[config.mk]
export PLATFORM = sky130hd
export DESIGN_NAME = uart_byte_rx_flat
export DESIGN_NICKNAME = d
export VERILOG_FILES = /design/src/rtl/uart_byte_rx_if.sv /design/src/rtl/uart_byte_rx.sv /design/src/flat_wrapper.sv
export SDC_FILE = /design/constraint.sdc
export NUM_CORES = 1
export LEC_CHECK = 0
export BUFFER_PORTS_ARGS = -buffer_cell sky130_fd_sc_hd__buf_2
export CAP_MARGIN = 5
export CORE_ASPECT_RATIO = 0.75
export CORE_MARGIN = 2
export CORE_UTILIZATION = 52
export CTS_BUF_LIST = sky130_fd_sc_hd__clkbuf_8 sky130_fd_sc_hd__clkbuf_16
export CTS_CLUSTER_DIAMETER = 40
export DETAILED_ROUTE_END_ITERATION = 10
export PLACE_DENSITY_LB_ADDON = 0.1
export SLEW_MARGIN = 20
export SYNTH_ARGS = -nofsm -noshare
export SYNTH_HDL_FRONTEND = slang
export SYNTH_SLANG_ARGS = --single-unit
[constraint.sdc]
create_clock -name clk -period 6.75 [get_ports clk]
set_clock_uncertainty 0.15 [all_clocks]
set_input_delay 1.35 -clock clk [delete_from_list [all_inputs] [get_ports clk]]
set_output_delay 1.35 -clock clk [all_outputs]
set_load 0.05 [all_outputs]
[src/rtl/uart_byte_rx_if.sv]
// UART byte receiver port bundle.
// The line side and the byte/strobe side share one interface.
interface uart_byte_rx_if;
  logic       uart_rx;
  logic [2:0] baud_set;
  logic [7:0] data;
  logic       rx_done;
  logic       frame_err;
  logic       uart_state;

  modport master (
    output uart_rx,
    output baud_set,
    input  data,
    input  rx_done,
    input  frame_err,
    input  uart_state
  );

  modport slave (
    input  uart_rx,
    input  baud_set,
    output data,
    output rx_done,
    output frame_err,
    output uart_state
  );
endinterface

[src/rtl/uart_byte_rx.sv]
// 8N1 UART byte receiver, 16x oversampled, 3-sample majority vote.
// Pairs with the UART byte transmitter; same baud_set encoding.
module uart_byte_rx #(
  parameter int   SYNC_STAGES = 2,
  parameter logic START_BIT   = 1'b0,
  parameter logic STOP_BIT    = 1'b1
) (
  input  logic          clk,
  input  logic          rstn,
  uart_byte_rx_if.slave rx
);

  typedef enum logic [1:0] {
    IDLE,
    START,
    DATA,
    STOP
  } state_t;

  state_t state;

  logic [SYNC_STAGES-1:0] sync_q;
  logic       rx_prev;
  logic       synced;
  logic       fall;

  logic [8:0] div_sel;
  logic [8:0] div_q;
  logic [8:0] presc;
  logic       tick;
  logic [3:0] tick_idx;
  logic [2:0] bit_idx;

  logic       s7;
  logic       s8;
  logic       maj;
  logic       mid;
  logic       last;

  logic [7:0] shreg;
  logic [7:0] data_q;
  logic       done_q;
  logic       ferr_q;
  logic       busy_q;

  assign synced = sync_q[SYNC_STAGES-1];
  assign fall   = rx_prev & ~synced;

  assign tick = (state != IDLE) && (presc == div_q);
  assign mid  = tick && (tick_idx == 4'd9);
  assign last = tick && (tick_idx == 4'd15);

  // third sample is the live line on the tick-9 cycle
  assign maj = (s7 & s8) | (s7 & synced) | (s8 & synced);

  assign rx.data       = data_q;
  assign rx.rx_done    = done_q;
  assign rx.frame_err  = ferr_q;
  assign rx.uart_state = busy_q;

  always_comb begin
    div_sel = 9'd325;
    unique case (rx.baud_set)
      3'd0:    div_sel = 9'd325;
      3'd1:    div_sel = 9'd162;
      3'd2:    div_sel = 9'd80;
      3'd3:    div_sel = 9'd53;
      3'd4:    div_sel = 9'd26;
      default: div_sel = 9'd325;
    endcase
  end

  always_ff @(posedge clk or negedge rstn) begin
    if (!rstn) begin
      sync_q  <= '1;
      rx_prev <= 1'b1;
    end else begin
      sync_q  <= {sync_q[SYNC_STAGES-2:0], rx.uart_rx};
      rx_prev <= synced;
    end
  end

  always_ff @(posedge clk or negedge rstn) begin
    if (!rstn) begin
      state    <= IDLE;
      div_q    <= '0;
      presc    <= '0;
      tick_idx <= '0;
      bit_idx  <= '0;
      s7       <= 1'b0;
      s8       <= 1'b0;
      shreg    <= '0;
      data_q   <= '0;
      done_q   <= 1'b0;
      ferr_q   <= 1'b0;
      busy_q   <= 1'b0;
    end else begin
      done_q <= 1'b0;
      ferr_q <= 1'b0;

      if (state != IDLE) begin
        presc <= tick ? '0 : presc + 9'd1;
      end

      if (tick) begin
        tick_idx <= tick_idx + 4'd1;
        if (tick_idx == 4'd7) s7 <= synced;
        if (tick_idx == 4'd8) s8 <= synced;
      end

      case (state)
        IDLE: begin
          if (fall) begin
            state    <= START;
            busy_q   <= 1'b1;
            div_q    <= div_sel;
            presc    <= '0;
            tick_idx <= '0;
            bit_idx  <= '0;
          end
        end

        START: begin
          if (mid && (maj != START_BIT)) begin
            state  <= IDLE;
            busy_q <= 1'b0;
          end else if (last) begin
            state <= DATA;
          end
        end

        DATA: begin
          if (mid) begin
            shreg <= {maj, shreg[7:1]};
          end
          if (last) begin
            bit_idx <= bit_idx + 3'd1;
            if (bit_idx == 3'd7) state <= STOP;
          end
        end

        STOP: begin
          // return early so a back-to-back start edge is not missed
          if (mid) begin
            state  <= IDLE;
            busy_q <= 1'b0;
            if (maj == STOP_BIT) begin
              data_q <= shreg;
              done_q <= 1'b1;
            end else begin
              ferr_q <= 1'b1;
            end
          end
        end

        default: begin
          state  <= IDLE;
          busy_q <= 1'b0;
        end
      endcase
    end
  end

endmodule

[src/flat_wrapper.sv]
// flat-port wrapper written by rule: the top's interface ports become plain ports
module uart_byte_rx_flat 
#(
  parameter int   SYNC_STAGES = 2,
  parameter logic START_BIT   = 1'b0,
  parameter logic STOP_BIT    = 1'b1
)
  (clk, rstn, rx_uart_rx, rx_baud_set, rx_data, rx_rx_done, rx_frame_err, rx_uart_state);
  uart_byte_rx_if rx_i ();
  input  logic clk;
  input  logic rstn;
  input wire logic [$bits(rx_i.uart_rx)-1:0] rx_uart_rx;
  input wire logic [$bits(rx_i.baud_set)-1:0] rx_baud_set;
  output wire logic [$bits(rx_i.data)-1:0] rx_data;
  output wire logic [$bits(rx_i.rx_done)-1:0] rx_rx_done;
  output wire logic [$bits(rx_i.frame_err)-1:0] rx_frame_err;
  output wire logic [$bits(rx_i.uart_state)-1:0] rx_uart_state;
  assign rx_i.uart_rx = rx_uart_rx;
  assign rx_i.baud_set = rx_baud_set;
  assign rx_data = rx_i.data;
  assign rx_rx_done = rx_i.rx_done;
  assign rx_frame_err = rx_i.frame_err;
  assign rx_uart_state = rx_i.uart_state;
  uart_byte_rx #(.SYNC_STAGES(SYNC_STAGES), .START_BIT(START_BIT), .STOP_BIT(STOP_BIT)) u_core (.clk(clk), .rstn(rstn), .rx(rx_i));
endmodule
== Yosys cells after proc, flatten, opt, wreduce, memory -nomap -nowiden ==
Cells that the tools add are included.

* Flip-flop bits (word level): 51
* Output and inout port bits: 11
* Word-level logic and storage cells: 87
* Input port bits: 6
* Memories: 0
* ROM bits: 0
* RAM bits: 0
* Latch bits: 0

* Add/sub/neg operators: 3
* Mux-type cells: 28
* Shift-type cells: 0
* Bitwise gates (word level): 7
* Reduce and logical (&&, ||, !) cells: 16
* Eq/ne operators: 19
* Multiply operators: 0
* Order comparisons: 0
* Divide/modulo/power cells: 0

{| class="wikitable"
|+ Operators by type and width
! kind !! count
|-
| two-way mux 9 bit || 4
|-
| one-hot mux 9 bit (4 select lines) || 1
|-
| == test 4 bit (second input constant) || 3
|-
| two-way mux 2 bit || 6
|-
| two-way mux 4 bit || 3
|-
| inequality test 2 x 1 -> 1 bit (second input constant) || 5
|-
| adder 9 x 1 -> 9 bit (second input constant) || 1
|-
| == test 9 bit || 1
|-
| two-way mux 1 bit || 9
|-
| one-hot mux 2 bit (4 select lines) || 1
|-
| AND reduction 2 bit || 4
|-
| == test 3 x 2 -> 1 bit (second input constant) || 2
|-
| == test 3 bit (second input constant) || 2
|-
| two-way mux 3 bit || 2
|-
| one-hot mux 3 bit (2 select lines) || 1
|-
| AND reduction 3 bit || 2
|-
| AND reduction 5 bit || 1
|-
| adder 4 x 1 -> 4 bit (second input constant) || 1
|-
| bitwise AND 1 bit || 4
|-
| == test 2 bit (second input constant) || 2
|-
| == test 4 x 3 -> 1 bit (second input constant) || 1
|-
| logical AND 1 bit || 4
|-
| AND reduction 4 bit || 1
|-
| nonzero test 2 bit || 2
|-
| 9 further kinds || 10
|}

== Depth between registers and ports, before layout ==
* Word-level depth: 6
* Depth in mapped cells: 7
* Mapped depth without buffers: 7

== Worst setup path after synthesis ==
Ideal clock, no wire load.

* Path type: register to register
* Start point: reg u_core.presc[1]
* End point: reg u_core.data_q[0], in the netlist u_core.rx.data[0]
* Required time: 6475 ps
* Setup slack: 4632 ps
* Library setup time: 125 ps
* Cell stages (with the launch flop): 8
* Clock period less this slack: 2118 ps
* Data arrival time: 1842 ps
* Cell sequence: dfrtp_1 -> xor2_1 -> nor4_2 -> and3_1 -> buf_6 -> and4_4 -> buf_12 -> mux2_4

* Cells in the longest elaborated chain, start to end: 4

{| class="wikitable"
|+ RTL lines
! item !! line !! source
|-
| from (decl) || uart_byte_rx.sv:29 || <nowiki>logic [8:0] presc;</nowiki>
|-
| from (signal assigned) || uart_byte_rx.sv:102 || <nowiki>presc <= tick ? '0 : presc + 9'd1;</nowiki>
|-
| == test 9 bit || uart_byte_rx.sv:49 || <nowiki>assign tick = (state != IDLE) && (presc == div_q);</nowiki>
|-
| logical AND 1 bit || uart_byte_rx.sv:49 ||
|-
| logical AND 1 bit || uart_byte_rx.sv:50 || <nowiki>assign mid = tick && (tick_idx == 4'd9);</nowiki>
|-
| AND reduction 3 bit (no line) || -- ||
|-
| to (signal assigned) || uart_byte_rx.sv:148 || <nowiki>data_q <= shreg;</nowiki>
|-
| to (decl) || uart_byte_rx.sv:41 || <nowiki>logic [7:0] data_q;</nowiki>
|}

No other way between the ends.
A chain may end at the register's enable or synchronous reset.

== Worst setup path after layout ==
* Start point: reg u_core.presc[1]
* End point: reg u_core.data_q[2], in the netlist u_core.rx.data[2]

The elaborated chain is that of the path after synthesis.

==> flow_summary.ini <==
[worst_setup_path]
r2r_end = u_core.rx.data[2]
crit_path_start = u_core.presc[1]
worstReg2RegStart = u_core.presc[1]
cp.required_ps = 6780
reg2reg_slack_ps = 4300
timing_worst_setup_path_type = reg2reg
cp.arrival_ps = 2480
critPathLaunchType = flop
crit_path_max_fanout = 8
end_kind = flop
cp-endpoint = u_core.rx.data[2]
reg2reg_depth = 5

[synth]
ys_seq_area_frac = 0.527
yosys.area_share.simple = 0.160
yosys.area.top_type = dfrtp_1
synthAdderAreaFrac = 0.0357
avgSynthCellArea_um2 = 11.3
synth_compound_area_frac = 0.0704
synth_top_area_share = 0.494
synth_edf_count = 0
synth-xor-area-share = 0.0662
synth-seq-cells = 50
syn-num-nets = 222
syn_inst = 210
synth_top_family_by_area = simple AND/OR/NAND/NOR gates
synth.mux.area_fraction = 0.110
synth_async_sr_flop_share = 1.00
syn_area_um2 = 2380
synth_area_leaders = dfrtp_1 (49%), mux2_4 (5.0%), xor2_1 (4.8%)
ys_types = 37
synth_flop_cell = dfrtp_1
synth_warnings = 0

[pwr]
peakVddDrop_mv = 0.121
leakagePower_nw = 1.27
finalPower_mw = 0.671
power_density_nw_per_um2 = 261

[placement]
dp_hpwl_um = 2980
portBuffers = 16
place_area_um2 = 2480
dp.cells = 276
dp_slack_ps = 4290
gp_congestion = 0.885

[finish]
drive_above_1_share = 0.220
final_core_util = 0.580
diodes = 0
fin_cells = 284
syn2layout_area_growth_pct = 8.20
final_area_um2 = 2580
nets = 238
fillCellCount = 395

[cts]
root_buffer = clkbuf_8
cts.sinks = 50
path_clk_slew_ps = 80
numCtsBuffers = 5
clkLatencyLatePin_ps = 300
clockBufferDepth = 2
cts.htree.levels = 2
cts_hold_buf = 0
tritoncts = yes
post_cts_buffers = 0
post_cts_resized = 0

[drt]
num_vias = 1513
via_per_inst = 5.33
wire_per_inst_um = 14.6
firstDrtPassIters = 4
route.detailed.drc = 0
initialDrtViolationCount = 120
ant_nets = 0
drt_wl_total_um = 4150

[timing]
tightest_slew_ps = 671
timing.fmax_ghz = 0.409
rsz0062_at_grt = false
hold_viol = 0
period_share = 0.363
fin_ws_ps = 4300
relSlewSlack = 0.552
period_needed_ps = 2450
whs_ps = 211
setup_tns_ps = 0
setup_violations = 0
report.final.slew_viol_count = 0

[hold_path]
hold_path.class = reg2reg

[grt]
antenna_found_initial = 0
grt.total_usage = 0.183
grt-ovfl-total = 0
grt_pass1_wl_um = 7230
grt_pass1_vias = 1532
grt_max_degree = 51

[floorplanning]
dieArea_um2 = 5140
die_w_um = 82.1
start_util = 0.536
core_area_um2 = 4440
num_rows = 21
ios = 17
dieHeight_um = 62.6

[flow_run]
maxCapViolCount = 0

[outcome]
outcome = complete, no violations
## area by class of cell
cell class / count / area [um^2] / share of cell area
clock buffer: 6 / 82.6 / 0.0321
clock inverter: 2 / 8.76 / 0.00340
inverter: 6 / 22.5 / 0.00874
multi-input combinational: 147 / 1050 / 0.409
sequential: 50 / 1250 / 0.487
tap: 57 / 71.3 / 0.0277
timing repair buffer: 16 / 82.6 / 0.0321
## per-layer routing
layer  share of wire  up-vias  routed length, um  GRT usage
li1                -      752                  -          -
met1            0.50      724               2060      0.271
met4          0.0075        0                 31     0.0458
met3           0.047        5                195     0.0477
met2            0.45       32               1860      0.269
met5               0        -                  0          0
## worst min-delay path by stage
| stage | start | to | cells past startpoint |
|---|---|---|---|
| 5_1_grt | u_core.sync_q[0] | u_core.sync_q[1] | 0 |
| 3_5_place_dp | u_core.sync_q[0] | u_core.sync_q[1] | 0 |
| 3_3_place_gp | u_core.sync_q[0] | u_core.sync_q[1] | 0 |
| 2_1_floorplan | u_core.sync_q[0] | u_core.sync_q[1] | 0 |
| 6_report | u_core.sync_q[0] | u_core.sync_q[1] | 0 |
| 4_1_cts | u_core.sync_q[0] | u_core.sync_q[1] | 0 |
## logic make-up after synthesis
| group | count (synthesis) |
|---|---|
| xor gates and xnor gates | 18 |
| DFF | 50 |
| buffers and inverters | 13 |
| adders and majority gates | 7 |
| AOI/OAI and AO/OA | 28 |
| muxes | 21 |
| and+or+nand+nor | 73 |
## cells in the mapped netlist (2+ instances only)
master and count:
mux2i_1 3, and2_1 2, nor4_2 2, dfrtp_1 47
o31ai_1 4, clkbuf_1 5, nand2b_1 3, xor2_1 13
nand2_1 24, o21ai_0 13, nor2_1 18, inv_1 6
nand4b_1 2, mux2_2 10, xnor2_1 5, a31oi_1 2
nor3_1 2, nand3_1 10, nand4_1 2, mux2_4 8
and3_1 2, ha_1 6, a21oi_1 5, dfstp_2 3
## power by group
part / switching [mW] / leakage (nW) / total (mW) / internal, mW
combinational: 0.0636 / 0.570 / 0.116 / 0.0520
clock: 0.0917 / 0.0524 / 0.173 / 0.0813
sequential: 0.0480 / 0.651 / 0.383 / 0.335
## critical path, stage by stage, from the launching register on
cell     delay [ps]
dfrtp_1         450
xor2_1          180
nor4_2          360
and3_1          450
and4_4          420
mux2_4          320
## placed cells by master, fill, tap and decap left out, drive strengths merged, types with 2 or more instances in the layout
cell	Yosys	final
a31oi	2	2
clkbuf	5	6
buf	2	16
o31ai	4	4
and3	3	3
nor4	2	2
ha	6	6
nor3	2	2
dfstp	3	3
nand2	24	24
xor2	13	13
nand2b	3	3
nor2	18	18
mux2i	3	3
nand4	2	2
dfrtp	47	47
xnor2	5	5
a21oi	5	5
inv	6	7
mux2	18	18
nand4b	3	3
o21ai	13	13
nand3	10	10
and2	2	2
## sequential cells by signal, indices dropped and copies added (netlist names), 2 cells and up, named ones only
name             flops
u_core.presc         9
u_core.div_q         8
u_core.rx.data       8
u_core.shreg         8
u_core.tick_idx      4
u_core.bit_idx       3
u_core.sync_q        2
Power figures use the tool's default switching activity.
